==> src/rtl/parking_controller_multi.sv <==
// Multi-space parking lot controller: entry-gate password FSM, occupancy tracking,
// wrong-password lockout and tailgate detection with registered gate LEDs and lot status.
module parking_controller_multi #(
   parameter int unsigned       CAPACITY    = 8,
   parameter int unsigned       PASS_W      = 2,
   parameter logic [PASS_W-1:0] PASS_CODE_1 = PASS_W'(2'b01),
   parameter logic [PASS_W-1:0] PASS_CODE_2 = PASS_W'(2'b10),
   parameter int unsigned       WAIT_CYCLES = 8,
   parameter int unsigned       MAX_TRIES   = 3,
   parameter int unsigned       LOCK_CYCLES = 16,
   parameter int unsigned       BLINK_DIV   = 2
) (
   input  logic                              clk,
   input  logic                              rst_n,
   input  logic                              entry_detect,
   input  logic                              gate_pass,
   input  logic                              exit_detect,
   input  logic                              pass_valid,
   input  logic [PASS_W-1:0]                 pass_1,
   input  logic [PASS_W-1:0]                 pass_2,
   output logic                              green_led,
   output logic                              red_led,
   output logic                              full,
   output logic                              locked,
   output logic [$clog2(CAPACITY+1)-1:0]     occupancy
);

   localparam int unsigned OCC_W   = $clog2(CAPACITY + 1);
   localparam int unsigned TMR_MAX = (WAIT_CYCLES > LOCK_CYCLES) ? WAIT_CYCLES : LOCK_CYCLES;
   localparam int unsigned TMR_W   = $clog2(TMR_MAX + 1);
   localparam int unsigned TRY_W   = $clog2(MAX_TRIES + 1);
   localparam int unsigned BLK_W   = $clog2(BLINK_DIV + 1);

   localparam logic [2:0] S_IDLE  = 3'd0;
   localparam logic [2:0] S_WAIT  = 3'd1;
   localparam logic [2:0] S_WRONG = 3'd2;
   localparam logic [2:0] S_GRANT = 3'd3;
   localparam logic [2:0] S_STOP  = 3'd4;
   localparam logic [2:0] S_LOCK  = 3'd5;

   logic [2:0]       state, state_nxt;
   logic [TRY_W-1:0] tries, tries_nxt, tries_inc;
   logic [TMR_W-1:0] timer, timer_nxt;
   logic [BLK_W-1:0] blink_cnt, blink_cnt_nxt;
   logic             blink, blink_nxt;
   logic [OCC_W-1:0] occ_nxt;
   logic             full_nxt, green_nxt, red_nxt, locked_nxt;
   logic             match, miss, enter, reenter, inc, dec;

   assign match     = pass_valid && (pass_1 == PASS_CODE_1) && (pass_2 == PASS_CODE_2);
   assign miss      = pass_valid && !match;
   assign tries_inc = tries + 1'b1;
   assign inc       = (state == S_GRANT) && gate_pass;
   assign dec       = exit_detect && (occupancy != '0);

   // State, counters and all outputs update together so outputs track the present state
   always_ff @(posedge clk or negedge rst_n) begin
      if (!rst_n) begin
         state     <= S_IDLE;
         tries     <= '0;
         timer     <= '0;
         blink_cnt <= '0;
         blink     <= 1'b0;
         occupancy <= '0;
         full      <= 1'b0;
         green_led <= 1'b0;
         red_led   <= 1'b0;
         locked    <= 1'b0;
      end else begin
         state     <= state_nxt;
         tries     <= tries_nxt;
         timer     <= timer_nxt;
         blink_cnt <= blink_cnt_nxt;
         blink     <= blink_nxt;
         occupancy <= occ_nxt;
         full      <= full_nxt;
         green_led <= green_nxt;
         red_led   <= red_nxt;
         locked    <= locked_nxt;
      end
   end

   // Next-state, counter and output-register logic
   always_comb begin
      state_nxt     = state;
      reenter       = 1'b0;
      tries_nxt     = tries;
      timer_nxt     = timer + 1'b1;
      blink_cnt_nxt = blink_cnt;
      blink_nxt     = blink;
      occ_nxt       = occupancy;
      green_nxt     = 1'b0;
      red_nxt       = 1'b0;
      locked_nxt    = 1'b0;

      case (state)
         S_IDLE: begin
            if (entry_detect && !full) state_nxt = S_WAIT;
         end
         S_WAIT, S_WRONG: begin
            if (match) begin
               state_nxt = S_GRANT;
            end else if (miss) begin
               if (tries_inc == TRY_W'(MAX_TRIES)) begin
                  state_nxt = S_LOCK;
               end else begin
                  state_nxt = S_WRONG;
                  reenter   = 1'b1;
                  tries_nxt = tries_inc;
               end
            end else if (timer == TMR_W'(WAIT_CYCLES - 1)) begin
               state_nxt = S_IDLE;
            end
            if (pass_valid) timer_nxt = '0;
         end
         S_GRANT: begin
            if (gate_pass) state_nxt = entry_detect ? S_STOP : S_IDLE;
         end
         S_STOP: begin
            if (match) state_nxt = S_GRANT;
         end
         S_LOCK: begin
            if (timer == TMR_W'(LOCK_CYCLES - 1)) state_nxt = S_IDLE;
         end
         default: state_nxt = S_IDLE;
      endcase

      enter = reenter || (state_nxt != state);
      if (enter) timer_nxt = '0;
      if (enter && ((state_nxt == S_IDLE) || (state_nxt == S_GRANT) || (state_nxt == S_LOCK)))
         tries_nxt = '0;

      // Blink phase restarts high on every entry, then toggles each BLINK_DIV cycles
      if (enter) begin
         blink_cnt_nxt = '0;
         blink_nxt     = 1'b1;
      end else if (blink_cnt == BLK_W'(BLINK_DIV - 1)) begin
         blink_cnt_nxt = '0;
         blink_nxt     = ~blink;
      end else begin
         blink_cnt_nxt = blink_cnt + 1'b1;
      end

      if (inc && !dec) begin
         if (occupancy != OCC_W'(CAPACITY)) occ_nxt = occupancy + 1'b1;
      end else if (dec && !inc) begin
         occ_nxt = occupancy - 1'b1;
      end
      full_nxt = (occ_nxt == OCC_W'(CAPACITY));

      case (state_nxt)
         S_IDLE:  red_nxt   = full_nxt;
         S_WAIT:  red_nxt   = 1'b1;
         S_WRONG: red_nxt   = blink_nxt;
         S_GRANT: green_nxt = blink_nxt;
         S_STOP:  red_nxt   = blink_nxt;
         S_LOCK: begin
            red_nxt    = 1'b1;
            locked_nxt = 1'b1;
         end
         default: red_nxt = 1'b0;
      endcase
   end

endmodule

==> config.mk <==
export PLATFORM = sky130hd
export DESIGN_NAME = parking_controller_multi
export DESIGN_NICKNAME = d
export VERILOG_FILES = /design/src/rtl/parking_controller_multi.sv
export SDC_FILE = /design/constraint.sdc
export NUM_CORES = 1
export LEC_CHECK = 0
export ABC_AREA = 1
export ABC_CLOCK_PERIOD_IN_PS = 3600
export CAP_MARGIN = 30
export CORE_MARGIN = 2
export CORE_UTILIZATION = 58
export DETAILED_ROUTE_END_ITERATION = 6
export PLACE_DENSITY_LB_ADDON = 0.15
export SLEW_MARGIN = 20
export SYNTH_ARGS = -nofsm -noshare
export SYNTH_HDL_FRONTEND = slang
export SYNTH_SLANG_ARGS = --single-unit
export TNS_END_PERCENT = 20
==> constraint.sdc <==
create_clock -name clk -period 3.6 [get_ports clk]
set_input_delay 0.72 -clock clk [delete_from_list [all_inputs] [get_ports clk]]
set_output_delay 0.72 -clock clk [all_outputs]
set_load 0.02 [all_outputs]
==> impl_metrics.json, run 1 <==
{
  "clock_skew_ps": 11.1,
  "yosysSeqAreaShare": 0.381,
  "path_clk_slew_ps": 120,
  "cap_violations": 0,
  "tightest_slew_ps": 331,
  "gp_congestion": 0.855,
  "htreeDepth": 1,
  "numCtsBuffers": 3,
  "worst-path-max-fanout": 6,
  "rsz0062_at_grt": "false",
  "hold_buffers": 0,
  "startpoint_type": "primary input",
  "synthSimpleGateAreaFrac": 0.414,
  "fmax_mhz": 443,
  "cp.required_ps": 3800,
  "grt_pass1_wl_um": 4710,
  "tritoncts": "built",
  "end_kind": "flip-flop",
  "critPathArrivalTime_ps": 2460,
  "dieArea_mm2": 0.00278,
  "hp-class": "flip-flop to flip-flop",
  "drive_above_1_share": 0.144,
  "nNetsFinal": 224,
  "grt_start_max_net_pins": 22,
  "cts.path.max_buffers": 2,
  "finalWorstSetupSlack_ps": 1340,
  "wire_per_inst_um": 11.7,
  "num_vias": 1237,
  "drtAntennaViolNets": 0,
  "power_density_mw_per_mm2": 840,
  "n_fill_cell": 197,
  "hold_violations": 0,
  "die_width_um": 52.8,
  "synth_nets": 201,
  "cts.sinks": 21,
  "postCtsSetupBuffers": 0,
  "syn_to_final_growth_pct": 17.9,
  "p_leak_nw": 0.849,
  "worst_slew_margin_rel": 0.777,
  "r2r_setup_slack_ps": 1510,
  "n_antenna_cell": 0,
  "setup-tns-final_ps": 0,
  "port_buffers": 17,
  "synth_cells": 186,
  "grt_usage": 0.230,
  "num_rows": 17,
  "drc": 0,
  "period_share": 0.627,
  "cts_resized": 0,
  "postSynthAreaPerCell_um2": 7.41,
  "io_pins": 18,
  "dpl_cell_area_mm2": 0.00158,
  "ys_warn_count": 0,
  "cts-root-buf": "clkbuf_4",
  "clkLatencyLatePin_ps": 310,
  "drt_wl_total_um": 2770,
  "slew_violations": 0,
  "avgViaCountPerCell": 5.24,
  "holdWs_ps": 480,
  "status": "finished, final reports clean",
  "dieHeight_um": 52.8,
  "grt_overflow": 0,
  "pre_cts_ws_ps": 1050,
  "setup_viol": 0,
  "layout_min_cycle_time_ps": 2260,
  "synthMuxAreaShare": 0,
  "synth_xor_area_frac": 0.0318,
  "antenna_found_initial": 0,
  "initialDrtViolationCount": 36,
  "final_cell_area_mm2": 0.00163,
  "vdd_drop_max_mv": 0.533,
  "synth_fa_ha_area_frac": 0.0454,
  "start_util": 0.617,
  "synth_top_family_by_area": "simple AND/OR/NAND/NOR gates",
  "synth_compound_area_frac": 0.0354,
  "crit_type": "primary input to flip-flop",
  "core_mm2": 0.00223,
  "synth-seq-cells": 21,
  "syn_area_mm2": 0.00138,
  "synthDistinctLibCells": 23,
  "dp_hpwl_um": 2140,
  "first_global_vias": 1195,
  "dr.pass1.iters": 4
}
synth_stat cells:
cell | n | share of area
nand2_1 | 47 | 0.13
inv_1 | 30 | 0.082
nand3_1 | 22 | 0.080
nor2_1 | 22 | 0.060
dfrtp_1 | 21 | 0.38
ha_1 | 5 | 0.045
xor2_1 | 5 | 0.032
inv_2 | 4 | 0.011
nand2_2 | 4 | 0.018
nor2_4 | 4 | 0.033
nand4_1 | 3 | 0.014
nor2_2 | 3 | 0.014
o21ai_0 | 3 | 0.011
a21oi_2 | 2 | 0.013
nand3_2 | 2 | 0.015
nor3_2 | 2 | 0.015
a21boi_2 | 1 | 0.0082
a21oi_1 | 1 | 0.0036
nand2_4 | 1 | 0.0082
nand3_4 | 1 | 0.013
nand3b_1 | 1 | 0.0054
nand4_2 | 1 | 0.0091
nor3_1 | 1 | 0.0036
layout by cell type (no fill, tap or decap):
master / count
nand2_2: 4
clkinvlp_4: 1
clkdlybuf4s50_1: 17
nand3_4: 1
a21oi_1: 1
a21boi_2: 1
nand2_1: 47
o21ai_0: 3
nor2_1: 22
nand3_1: 22
buf_6: 1
nor3_1: 1
a21oi_2: 2
ha_1: 5
nor2_2: 3
nand2_4: 1
dfrtp_1: 21
inv_2: 4
nand4_1: 3
xor2_1: 5
clkbuf_4: 3
nand3_2: 2
nor2_4: 4
nor3_2: 2
nand3b_1: 1
inv_1: 30
nand4_2: 1
through the flow:
| step | total power [W] | utilization | std cells |
|---|---|---|---|
| floorplan | 0.00101 | - | 186 |
| global placement | 0.00121 | 0.709 | 231 |
| detailed placement | 0.00125 | 0.709 | 231 |
| CTS | 0.00136 | 0.723 | 235 |
| global route | 0.00148 | 0.728 | 236 |
| finish | 0.00137 | 0.728 | 236 |
where the power goes:
| part | switching (W) | total (W) | internal, W | leakage, nW |
|---|---|---|---|---|
| sequential | 0.0000962 | 0.000419 | 0.000323 | 0.269 |
| combinational | 0.000520 | 0.000831 | 0.000311 | 0.565 |
| clock | 0.0000737 | 0.000116 | 0.0000425 | 0.0139 |
| total | 0.000690 | 0.00137 | 0.000676 | 0.849 |
flip-flops by register name, summed over array words and instances (netlist names):
register   cells
blink_cnt      2
full           1
blink          1
state          3
locked         1
occupancy      4
timer          5
tries          2
green_led      1
red_led        1
routing by layer:
| metal | share of wire | wire (um) | track usage |
|---|---|---|---|
| met5 | 0 | 0 | 0 |
| met4 | 0.0094 | 26 | 0.0684 |
| met3 | 0.051 | 142 | 0.0543 |
| met2 | 0.48 | 1330 | 0.402 |
| met1 | 0.46 | 1270 | 0.278 |
area by class of cell:
cell class                 instances  area [um^2]  area share
clock buffer                       3         22.5      0.0139
clock inverter                     1         7.51     0.00462
inverter                          34          128      0.0785
multi-input combinational        131          726       0.446
sequential                        21          526       0.323
tap                               28         35.0      0.0216
timing repair buffer              18          181       0.112
worst paths after layout:
check,from,cells after the start,endpoint
max,pass_valid,12,tries[0]
min,timer[0],1,timer[0]
max reg2reg,timer[0],14,tries[1]
min reg2reg,timer[0],1,timer[0]
max in group asynchronous,rst_n,2,state[2]
min in group asynchronous,rst_n,1,full
logic make-up after synthesis:
logic type | Yosys count
AOI/OAI and AO/OA | 7
and+or+nand+nor | 114
DFF | 21
buffers and inverters | 34
xor gates and xnor gates | 5
adders and majority gates | 5
worst max-delay path: stages:
cell,delay (ps)
clkdlybuf4s50_1,580
inv_1,100
nor2_2,110
nand3_2,130
nand3_1,130
nand3_1,120
nand2_2,140
nand2_1,90
inv_1,80
nand2_1,90
nand2_2,110
a21oi_2,60
Power figures use the tool's default switching activity.
==> run 2: changes to the inputs <==
--- a/config.mk
+++ b/config.mk
@@ -6,10 +6,10 @@
 export NUM_CORES = 1
 export LEC_CHECK = 0
 export ABC_AREA = 1
-export ABC_CLOCK_PERIOD_IN_PS = 3600
+export ABC_CLOCK_PERIOD_IN_PS = 2350
 export CAP_MARGIN = 30
 export CORE_MARGIN = 2
-export CORE_UTILIZATION = 58
+export CORE_UTILIZATION = 54
 export DETAILED_ROUTE_END_ITERATION = 6
 export PLACE_DENSITY_LB_ADDON = 0.15
 export SLEW_MARGIN = 20
==> constraint.sdc (replaced) <==
create_clock -name clk -period 2.35 [get_ports clk]
set_input_delay 0.47 -clock clk [delete_from_list [all_inputs] [get_ports clk]]
set_output_delay 0.47 -clock clk [all_outputs]
set_load 0.02 [all_outputs]
==> impl_metrics.json, run 2 (synthesis gave the netlist of run 1 again) <==
{
  "initialDrtViolationCount": 19,
  "crit_chain": "ha_1 > nand2_1 > nor2_1 > ha_1 > nor2_1 > nand3_1 > o21ai_0 > nor2_2 > nand2_2 > nand2_1 > nand2_2 > nor2_4 > nand3_2 > nand2_1 > nand2_1",
  "worst-path-max-fanout": 6,
  "critPathArrivalTime_ps": 2220,
  "num_vias": 1156,
  "top_register": "timer",
  "start_util": 0.562,
  "grt_pass1_wl_um": 4260,
  "fmax_mhz": 494,
  "period_share": 0.861,
  "power_density_mw_per_mm2": 1260,
  "setup-tns-final_ps": 0,
  "die_width_um": 54.5,
  "hold_buffers": 0,
  "cp.buffers_inverters": 0,
  "cts-root-buf": "clkbuf_4",
  "io_pins": 18,
  "n_fill_cell": 211,
  "gp_congestion": 0.802,
  "rsz0062_at_grt": "false",
  "startpoint_type": "flip-flop",
  "nNetsFinal": 225,
  "final_cell_mix": "nand2_1, inv_1, nor2_1, nand3_1, dfrtp_1",
  "final_cell_area_mm2": 0.00163,
  "drc": 0,
  "dieHeight_um": 54.5,
  "avgViaCountPerCell": 4.84,
  "worst_slew_margin_rel": 0.805,
  "postCtsSetupBuffers": 0,
  "dp_hpwl_um": 2010,
  "path_clk_slew_ps": 110,
  "numCtsBuffers": 3,
  "drt_wl_total_um": 2570,
  "cap_violations": 0,
  "slew_violations": 0,
  "cts.sinks": 21,
  "max_stage_delay_ps": 390,
  "htreeDepth": 1,
  "regArea_um2": 526,
  "syn_to_final_growth_pct": 18.1,
  "layout_min_cycle_time_ps": 2020,
  "port_buffers": 17,
  "cp_common_cell": "nand2_1",
  "cts_resized": 0,
  "dr.pass1.iters": 4,
  "hp-class": "flip-flop to flip-flop",
  "multi_input_area_um2": 726,
  "wire_per_inst_um": 10.7,
  "crit_type": "flip-flop to flip-flop",
  "drtAntennaViolNets": 0,
  "setup_viol": 0,
  "pre_cts_ws_ps": 154,
  "grt_usage": 0.199,
  "status": "finished, final reports clean",
  "cp.required_ps": 2550,
  "cts.path.max_buffers": 2,
  "grt_start_max_net_pins": 22,
  "reg_top3": "timer: 5 flops, occupancy: 4 flops, state: 3 flops",
  "tightest_slew_ps": 290,
  "grt_overflow": 0,
  "clock_skew_ps": 3.25,
  "layout_commonest_cell": "nand2_1",
  "p_leak_nw": 0.856,
  "tritoncts": "built",
  "finalWorstSetupSlack_ps": 328,
  "cpLargestDelayFamily": "simple AND/OR/NAND/NOR gates",
  "vdd_drop_max_mv": 0.976,
  "slowest_stage": "dfrtp_1",
  "dieArea_mm2": 0.00297,
  "hold_violations": 0,
  "end_kind": "flip-flop",
  "first_global_vias": 1030,
  "n_antenna_cell": 0,
  "num_rows": 18,
  "drive_above_1_share": 0.148,
  "core_mm2": 0.00245,
  "largest_reg_flops": 5,
  "antenna_found_initial": 0,
  "dpl_cell_area_mm2": 0.00160,
  "clkLatencyLatePin_ps": 300
}
## run 2: cell count changes in the layout (fill, tap and decap cells not counted), sizes merged
cell	previous run	this run
buf	1	2
clkinv	0	1
clkinvlp	1	0
## run 2: cell type report
cell class,instances,area share
inverters,34,0.0783
well taps,30,0.0230
clock buffers,3,0.0138
repair buffers,19,0.114
clock inverters,1,0.00307
flip-flops and latches,21,0.323
multi-input cells,131,0.445
## run 2: worst paths after layout
check | start | depth (start not counted) | to | slack [ps]
min in group asynchronous | rst_n | 2 | state[1] | 510
max reg2reg | timer[0] | 15 | red_led | 330
max | timer[0] | 15 | red_led | 330
min reg2reg | timer[0] | 1 | timer[0] | 470
min | timer[0] | 1 | timer[0] | 470
max in group asynchronous | rst_n | 2 | green_led | 1640
## run 2: report_power, final
group	switching [W]	internal [W]
Sequential	0.000148	0.000494
Clock	0.000106	0.0000635
Combinational	0.000766	0.000477
Total	0.00102	0.00103
## run 2: per-stage QoR
step / utilization / hold WS (ps) / total power [W] / std cells
2_1_floorplan: - / 174 / 0.00155 / 186
3_3_place_gp: 0.652 / 448 / 0.00185 / 235
3_5_place_dp: 0.652 / 457 / 0.00189 / 235
4_1_cts: 0.664 / 472 / 0.00208 / 239
5_1_grt: 0.664 / 491 / 0.00228 / 239
6_report: 0.664 / 470 / 0.00205 / 239
## run 2: per-layer routing
layer,GRT usage,routed length [um],vias up,part of all wire
met2,0.335,1240,21,0.48
met5,0,0,-,0
met3,0.0492,92,0,0.036
met4,0.0375,0,0,0
li1,-,-,624,-
met1,0.260,1230,511,0.48
==> run 3: changes to the inputs <==
--- a/config.mk
+++ b/config.mk
@@ -7,7 +7,7 @@
 export LEC_CHECK = 0
 export ABC_AREA = 1
 export ABC_CLOCK_PERIOD_IN_PS = 2350
-export CAP_MARGIN = 30
+export CAP_MARGIN = 20
 export CORE_MARGIN = 2
 export CORE_UTILIZATION = 54
 export DETAILED_ROUTE_END_ITERATION = 6
==> results of run 3 <==
Final layout, timing and power as in run 2 (identical DEF).
